## src/rtl/rvlab_arb_pkg.sv

```systemverilog
// rvlab_arb_pkg
//   Shared types and sizing helpers for the TL-UL round-robin arbiter.
//   - tl_h2d_t / tl_d2h_t : the lab's TL-UL request/response bundles
//   - route_entry_t       : one routing-FIFO entry (host index, sized for 8 hosts)
//   - idx_width()         : host index width for a given host count
//   - cnt_width()         : outstanding-counter width for a given depth
package rvlab_arb_pkg;

  typedef enum logic [2:0] {
    PutFullData    = 3'h0,
    PutPartialData = 3'h1,
    Get            = 3'h4
  } tl_a_op_e;

  typedef enum logic [2:0] {
    AccessAck     = 3'h0,
    AccessAckData = 3'h1
  } tl_d_op_e;

  typedef struct packed {
    logic        a_valid;
    tl_a_op_e    a_opcode;
    logic [2:0]  a_param;
    logic [1:0]  a_size;
    logic [7:0]  a_source;
    logic [31:0] a_address;
    logic [3:0]  a_mask;
    logic [31:0] a_data;
    logic        d_ready;
  } tl_h2d_t;

  typedef struct packed {
    logic        d_valid;
    tl_d_op_e    d_opcode;
    logic [2:0]  d_param;
    logic [1:0]  d_size;
    logic [7:0]  d_source;
    logic        d_sink;
    logic [31:0] d_data;
    logic        d_error;
    logic        a_ready;
  } tl_d2h_t;

  // Route entries are sized for the largest supported host count so the
  // FIFO type does not depend on the arbiter's parameters.
  localparam int unsigned ROUTE_W = 3;
  typedef logic [ROUTE_W-1:0] route_entry_t;

  function automatic int unsigned idx_width(input int unsigned n);
    return (n > 1) ? $clog2(n) : 1;
  endfunction

  function automatic int unsigned cnt_width(input int unsigned m);
    return $clog2(m) + 1;
  endfunction

endpackage

```

## src/rtl/rvlab_arb_route_fifo.sv

```systemverilog
// rvlab_arb_route_fifo
//   In-order FIFO of host indices: one entry per accepted request, popped when
//   the matching response is handed back.
//   Ports:
//     clk, rst_n  : clock, asynchronous active-low reset (resets to empty)
//     push, wdata : enqueue wdata (ignored when full)
//     pop         : dequeue the head (ignored when empty)
//     head        : oldest entry
//     empty, full : status flags
//     count       : number of stored entries
module rvlab_arb_route_fifo
  import rvlab_arb_pkg::*;
#(
  parameter int unsigned DEPTH = 4,
  localparam int unsigned CNT_W = cnt_width(DEPTH),
  localparam int unsigned PTR_W = (DEPTH > 1) ? $clog2(DEPTH) : 1
) (
  input  logic             clk,
  input  logic             rst_n,
  input  logic             push,
  input  route_entry_t     wdata,
  input  logic             pop,
  output route_entry_t     head,
  output logic             empty,
  output logic             full,
  output logic [CNT_W-1:0] count
);

  route_entry_t     mem [DEPTH];
  logic [PTR_W-1:0] wr_ptr, rd_ptr;
  logic             do_push, do_pop;

  // Explicit wrap keeps DEPTH = 1 correct, where the pointer has a spare bit.
  function automatic logic [PTR_W-1:0] next_ptr(input logic [PTR_W-1:0] p);
    return (p == PTR_W'(DEPTH - 1)) ? '0 : p + PTR_W'(1);
  endfunction

  assign empty   = (count == '0);
  assign full    = (count == CNT_W'(DEPTH));
  assign do_push = push && !full;
  assign do_pop  = pop && !empty;
  assign head    = mem[rd_ptr];

  always_ff @(posedge clk or negedge rst_n) begin
    if (!rst_n) begin
      wr_ptr <= '0;
      rd_ptr <= '0;
      count  <= '0;
    end else begin
      if (do_push) wr_ptr <= next_ptr(wr_ptr);
      if (do_pop)  rd_ptr <= next_ptr(rd_ptr);
      if (do_push && !do_pop) begin
        count <= count + CNT_W'(1);
      end else if (do_pop && !do_push) begin
        count <= count - CNT_W'(1);
      end
    end
  end

  // Storage needs no reset: an entry is only read after it has been written.
  always_ff @(posedge clk) begin
    if (do_push) mem[wr_ptr] <= wdata;
  end

endmodule

```

## src/rtl/rvlab_tlul_rr_arbiter.sv

```systemverilog
// rvlab_tlul_rr_arbiter
//   Shares one TL-UL device port among NUM_HOSTS hosts. A-channel requests are
//   arbitrated round-robin; D-channel responses are routed back through an
//   in-order FIFO, so the device must answer in request order.
//   Ports:
//     clk_i, rst_ni     : clock, asynchronous active-low reset
//     tl_h_i / tl_h_o   : per-host request in / response + a_ready out
//     tl_d_o / tl_d_i   : request out to the device / response + a_ready in
//     busy_o            : at least one request is awaiting its response
//     unexpected_rsp_o  : one-cycle pulse after a response arrived with nothing outstanding
module rvlab_tlul_rr_arbiter
  import rvlab_arb_pkg::*;
#(
  parameter int unsigned NUM_HOSTS       = 2,
  parameter int unsigned MAX_OUTSTANDING = 4
) (
  input  logic                      clk_i,
  input  logic                      rst_ni,
  input  tl_h2d_t [NUM_HOSTS-1:0]   tl_h_i,
  output tl_d2h_t [NUM_HOSTS-1:0]   tl_h_o,
  output tl_h2d_t                   tl_d_o,
  input  tl_d2h_t                   tl_d_i,
  output logic                      busy_o,
  output logic                      unexpected_rsp_o
);

  localparam int unsigned IDX_W = idx_width(NUM_HOSTS);
  localparam int unsigned CNT_W = cnt_width(MAX_OUTSTANDING);

  logic [IDX_W-1:0] rr_ptr_q, lock_idx_q, grant, grant_next;
  logic             lock_q, unexp_q;
  logic             issue_en, a_hs, d_ready, d_hs;
  route_entry_t     head_entry;
  logic             fifo_empty, fifo_full;
  logic [CNT_W-1:0] count;

  // fifo_full is exactly count == MAX_OUTSTANDING on the registered count, so
  // a pop in this cycle only frees a slot from the next cycle on. Qualifying
  // with rst_ni keeps all handshake outputs low while reset is held.
  assign issue_en = rst_ni && !fifo_full;

  // Round-robin search from rr_ptr_q upward with wrap. Walking the offsets from
  // high to low lets the closest requesting host win. While locked, the grant is
  // pinned so the A payload presented to the device cannot change.
  always_comb begin
    int unsigned      cand;
    logic [IDX_W-1:0] cand_idx;
    cand     = 0;
    cand_idx = '0;
    grant    = rr_ptr_q;
    if (lock_q) begin
      grant = lock_idx_q;
    end else begin
      for (int k = NUM_HOSTS - 1; k >= 0; k--) begin
        cand = int'(rr_ptr_q) + k;
        if (cand >= NUM_HOSTS) cand = cand - NUM_HOSTS;
        cand_idx = IDX_W'(cand);
        if (tl_h_i[cand_idx].a_valid) grant = cand_idx;
      end
    end
  end

  assign grant_next = (grant == IDX_W'(NUM_HOSTS - 1)) ? '0 : grant + IDX_W'(1);

  // With nothing outstanding, any response is accepted and dropped.
  always_comb begin
    d_ready = 1'b1;
    if (!fifo_empty) begin
      for (int i = 0; i < NUM_HOSTS; i++) begin
        if (head_entry == route_entry_t'(i)) d_ready = tl_h_i[i].d_ready;
      end
    end
  end

  always_comb begin
    tl_d_o         = tl_h_i[grant];
    tl_d_o.a_valid = tl_h_i[grant].a_valid && issue_en;
    tl_d_o.d_ready = d_ready;
  end

  assign a_hs = tl_d_o.a_valid && tl_d_i.a_ready;
  assign d_hs = tl_d_i.d_valid && d_ready;

  // Every host sees the device D fields; only the FIFO head sees d_valid.
  always_comb begin
    for (int i = 0; i < NUM_HOSTS; i++) begin
      tl_h_o[i]         = tl_d_i;
      tl_h_o[i].a_ready = (grant == IDX_W'(i)) && issue_en && tl_d_i.a_ready;
      tl_h_o[i].d_valid = rst_ni && !fifo_empty &&
                          (head_entry == route_entry_t'(i)) && tl_d_i.d_valid;
    end
  end

  // The lock engages when the device stalls a valid request and releases on
  // the handshake. If the locked host drops a_valid, the lock is simply held.
  always_ff @(posedge clk_i or negedge rst_ni) begin
    if (!rst_ni) begin
      rr_ptr_q   <= '0;
      lock_q     <= 1'b0;
      lock_idx_q <= '0;
      unexp_q    <= 1'b0;
    end else begin
      if (a_hs) begin
        lock_q   <= 1'b0;
        rr_ptr_q <= grant_next;
      end else if (tl_d_o.a_valid) begin
        lock_q     <= 1'b1;
        lock_idx_q <= grant;
      end
      unexp_q <= d_hs && fifo_empty;
    end
  end

  rvlab_arb_route_fifo #(
    .DEPTH (MAX_OUTSTANDING)
  ) u_route_fifo (
    .clk   (clk_i),
    .rst_n (rst_ni),
    .push  (a_hs),
    .wdata (route_entry_t'(grant)),
    .pop   (d_hs && !fifo_empty),
    .head  (head_entry),
    .empty (fifo_empty),
    .full  (fifo_full),
    .count (count)
  );

  assign busy_o           = (count != '0);
  assign unexpected_rsp_o = unexp_q;

endmodule

```

## config.mk

```make
export PLATFORM = sky130hd
export DESIGN_NAME = rvlab_tlul_rr_arbiter
export DESIGN_NICKNAME = d
export VERILOG_FILES = /design/src/rtl/rvlab_arb_pkg.sv /design/src/rtl/rvlab_arb_route_fifo.sv /design/src/rtl/rvlab_tlul_rr_arbiter.sv
export SDC_FILE = /design/constraint.sdc
export NUM_CORES = 1
export LEC_CHECK = 0
export ABC_AREA = 1
export CELL_PAD_IN_SITES_DETAIL_PLACEMENT = 0
export CELL_PAD_IN_SITES_GLOBAL_PLACEMENT = 1
export CORE_AREA = 2 2 165 167
export DETAILED_ROUTE_END_ITERATION = 16
export DIE_AREA = 0 0 167 169
export PLACE_DENSITY = 0.78
export SLEW_MARGIN = 15
export SYNTH_ARGS = -nofsm -noshare
export SYNTH_HDL_FRONTEND = slang
export SYNTH_HIERARCHICAL = 1
export SYNTH_SLANG_ARGS = --single-unit
export TNS_END_PERCENT = 1
```

## constraint.sdc

```tcl
create_clock -name clk_i -period 3.6 [get_ports clk_i]
set_input_delay 0.9 -clock clk_i [delete_from_list [all_inputs] [get_ports clk_i]]
set_output_delay 0.9 -clock clk_i [all_outputs]
set_load 0.05 [all_outputs]
```

Yosys cells after proc, flatten, opt, wreduce, memory -nomap -nowiden. Memories as Yosys holds them, arrays and structs flattened. Index checks and enable logic that the tools add are counted.

Flip-flop bits (word level): 11. Bits in writable memories: 4. Bits of input ports: 226. Memories kept: 1.

Memory list: u_route_fifo.mem (depth 4, bits a word 1, read ports 1, clocked after memory_dff 0, write ports 1, line rvlab_arb_route_fifo.sv:29) `route_entry_t mem [DEPTH];`.

Reductions and logical operators: 29. Equality and inequality tests: 4. Multiplexer cells: 25. Bitwise logic cells: 2. Order comparisons: 5. Add/sub/neg operators: 8.

Operators by type and width (count): two-way mux 86 bit (6); logical AND 1 bit (19); two-way mux 1 bit (15); logical NOT 3 bit (2); < comparator 1 x 2 -> 1 bit, second input constant (3); two-way mux 3 bit (2); adder 2 x 1 -> 2 bit, second input constant (2); equality test 2 bit, second input constant (2); logical NOT 1 bit (4); two-way mux 2 bit (2); nonzero test 2 bit (2); adder 3 x 1 -> 3 bit, second input constant (1); equality test 3 x 1 -> 1 bit, second input constant (1); equality test 3 bit, second input constant (1); nonzero test 3 bit (1); subtractor 3 x 1 -> 3 bit, second input constant (1); adder 1 x 1 -> 2 bit, second input constant (1); >= comparator 1 x 2 -> 1 bit, second input constant (1); >= comparator 2 bit, second input constant (1); inverter 1 bit (2); AND reduction 2 bit (1); subtractor 1 bit, second input constant (2); adder 1 bit, second input constant (1).

Logic depth before layout (Yosys ltp).
Word-level depth: 18. Mapped depth: 18. Gate-level depth less buffers: 18.

By module. Netlist, hierarchy kept.

Modules (own cells, without submodules): rvlab_tlul_rr_arbiter (area each 2127.0 sq um, cells an instance 417, instances 1); rvlab_arb_route_fifo (area each 949.7 sq um, cells an instance 95, instances 1).

Worst setup path before layout. Ideal clock, no wire load.

Path kind: input port to output port. Start: in tl_h_i[171] (netlist bit). End: out tl_h_o[0] (netlist bit). Stages: 6. Path buffers: 1. Arrival: 2.811 ns. Data required time: 2.700 ns. Slack: -0.111 ns. Cells stage by stage: nor2_1 nor2_1 nand2_1 nand2_2 buf_4 nor4_1.

RTL lines: start: declaration (line rvlab_tlul_rr_arbiter.sv:19) `input tl_h2d_t [NUM_HOSTS-1:0] tl_h_i,`; end: declaration (line rvlab_tlul_rr_arbiter.sv:20) `output tl_d2h_t [NUM_HOSTS-1:0] tl_h_o,`.

==> reports/metrics.csv <==
metric;value;unit
outcome;completed;
worstPathMaxFanout;35;
io_pins;418;
ys.flop_type;edfxtp_1;
critPathTopFamily;buffers and inverters;
die_h;169;um
ys_ff_latch;23;
ys_async_sr_fraction;0.478;
clock_latency;250;ps
dp_hpwl;11000;um
place_area;6340;sq um
htree_levels;1;
synth.most_common_cell;nand2_1;
cts_buffers;3;
dr.pass1.iters;4;
switching_share;0.529;
start_util;0.116;
nNetsFinal;917;
first_global_vias;3475;
maxCapViolCount;0;
syn_to_final_growth;109;%
routabilityCongestion;0.768;
fillCellCount;2853;
power.switching;3240;uW
synth_top_cell_by_area;nand2_1;
rsz0062_at_grt;false;
synth_area;3080;sq um
min_period;3390;ps
power_density;955;nW/um^2
tns;0;ps
diodes;0;
yosys-top-cells-count;288 x nand2_1, 105 x buf_4, 28 x inv_1;
worstHoldPathType;reg2reg;
maxSlewViolCount;0;
dieWidth;167;um
critical_path_required;2700;ps
cts_root_buffer;clkbuf_16;
drive_gt1_frac;0.168;
worstPathCellList;clkdlybuf4s50_1 -> nor2_1 -> nor2_1 -> nand2_1 -> nand2_4 -> inv_2 -> buf_12 -> buf_4 -> nand2_1 -> nand2_1 -> buf_12;
crit_type;in2out;
grt_overflow_total;0;
grt_max_degree;42;
startpoint_type;input pin;
cts_sinks;23;
io_buffers;267;
fin_hold_ws;487;ps
critPathSlowestCell;clkdlybuf4s50_1;
cts_resized;0;
synth_top_area_share;0.351;
vias_per_cell;3.36;
path_clk_slew;60;ps
avgSynthCellArea;6.01;sq um
drtIter0Drc;97;
combPwrFrac;0.891;
rows;60;
finalSetupViolations;0;
syn-instance-count;512;
max_freq;0.295;GHz
grt_pass1_wl;18700;um
final_antenna_net_count;0;
cp_common_cell;nand2_1;
routed_wirelength;12500;um
worst_slew_pin_slew;523;ps
arrival;2490;ps
fin_area;6420;sq um
hold_buffers;0;
irDropWorstVdd;0.542;mV
cp-end-kind;output pin;
cp_num_buf_inv;5;
hold_viol;0;
seq_area_frac_synth;0.207;
wl_per_cell;12.2;um
vias;3440;
p_clk_frac;0.038;
synth_area_leaders;nand2_1 35%, buf_4 26%, edfxtp_1 12%;
post_cts_buffers;0;
remaining_drc_errors;0;
finalCritPeriodShare;0.942;
ys_types;23;
antenna_found_initial;0;
cpPeakStageDelay;440;ps
p_int;2890;uW
die_area;28200;sq um
cts_max_path_buffers;2;
fin_worst_skew;2.16;ps
synth-edff-count;12;
coreArea;26500;sq um
yosys_warnings;6;
tritoncts;built;
grt_usage;0.0820;
pwr-share-seq;0.071;
slew_headroom;0.648;
p_leak;0.00301;uW
-- through the flow --
stage | std cells | setup WS (ps) | power (uW) | utilization
floorplan | 519 | 163 | 3540 | -
global placement | 1020 | 141 | 5940 | 0.239
detailed placement | 1020 | 154 | 5970 | 0.239
CTS | 1024 | 148 | 6210 | 0.242
global route | 1024 | 47.6 | 6470 | 0.242
finish | 1024 | 209 | 6130 | 0.242
-- cells in the final DEF (no fill, tap or decap), drive strengths merged --
master         count
nand2            291
o21ai              1
nor2              12
edfxtp            12
nand3             12
inv               30
nor4               4
or3                1
dfrtp             11
clkdlybuf4s50    177
xnor2              1
buf              103
nor3               1
o211ai             6
nand4              2
conb               8
ha                 6
fa                 1
clkbuf             4
-- worst paths after layout --
| path | startpoint | to | slack (ps) | depth (start not counted) |
|---|---|---|---|---|
| worst max-delay path | tl_h_i[171] | tl_d_o[18] | 210 | 11 |
| worst min-delay path | lock_idx_q$_DFFE_PN0P_ | lock_idx_q$_DFFE_PN0P_ | 490 | 2 |
| worst max register to register | u_route_fifo/rd_ptr[0]$_DFFE_PN0P_ | u_route_fifo/count[2]$_DFFE_PN0P_ | 930 | 15 |
| worst min register to register | lock_idx_q$_DFFE_PN0P_ | lock_idx_q$_DFFE_PN0P_ | 490 | 2 |
| max in group asynchronous | rst_ni | lock_q$_DFFE_PN0P_ | 2480 | 2 |
| min in group asynchronous | rst_ni | unexpected_rsp_o$_DFF_PN0_ | 970 | 2 |
-- power groups by stage --
stage          registers, uW  logic (uW)  clock network [uW]
2_1_floorplan            422        3120                   0
3_3_place_gp             439        5500                   0
3_5_place_dp             443        5520                   0
4_1_cts                  438        5530                 240
5_1_grt                  453        5760                 255
6_report                 435        5460                 235
-- tightest hold or removal path, delay by kind of cell (launching register included) --
kind | cells | cell delay [ps]
simple gates | 2 | 110
flops | 1 | 350
-- kinds of logic (layout without fill, tap and decap cells) --
family / count (synthesis) / count (layout) / synth area share
flip-flops: 23 / 23 / 0.207
AND/OR/NAND/NOR: 323 / 323 / 0.413
adder cells (fa/ha/maj): 7 / 7 / 0.0309
other: 1 / 8 / 0.00122
XOR/XNOR: 1 / 1 / 0.00285
buffers and inverters: 150 / 314 / 0.329
AO/OA/AOI/OAI: 7 / 7 / 0.0163
-- per-layer routing --
metal  global-route usage  vias to the layer above  wire, um
li1                     -                     1778         -
met1               0.0881                     1442      4440
met2                0.150                      212      6490
met3               0.0374                        8      1500
met4               0.0116                        0        91
met5              0.00522                        -         0
-- state kept, by name, summed over array words and instances (netlist names) --
name                 cells
u_route_fifo/rd_ptr      2
rr_ptr_q                 1
lock_q                   1
lock_idx_q               1
u_route_fifo/mem        12
u_route_fifo/wr_ptr      2
u_route_fifo/count       3
unexpected_rsp_o         1
-- area by class of cell --
| cell class | instances | area (sq um) | area share |
|---|---|---|---|
| clock buffers | 4 | 78.8 | 0.0123 |
| inverters | 30 | 113 | 0.0175 |
| multi-input cells | 346 | 1470 | 0.228 |
| flip-flops and latches | 23 | 636 | 0.0990 |
| well taps | 341 | 427 | 0.0665 |
| repair buffers | 280 | 3700 | 0.576 |
(Power assumes the default switching activity.)
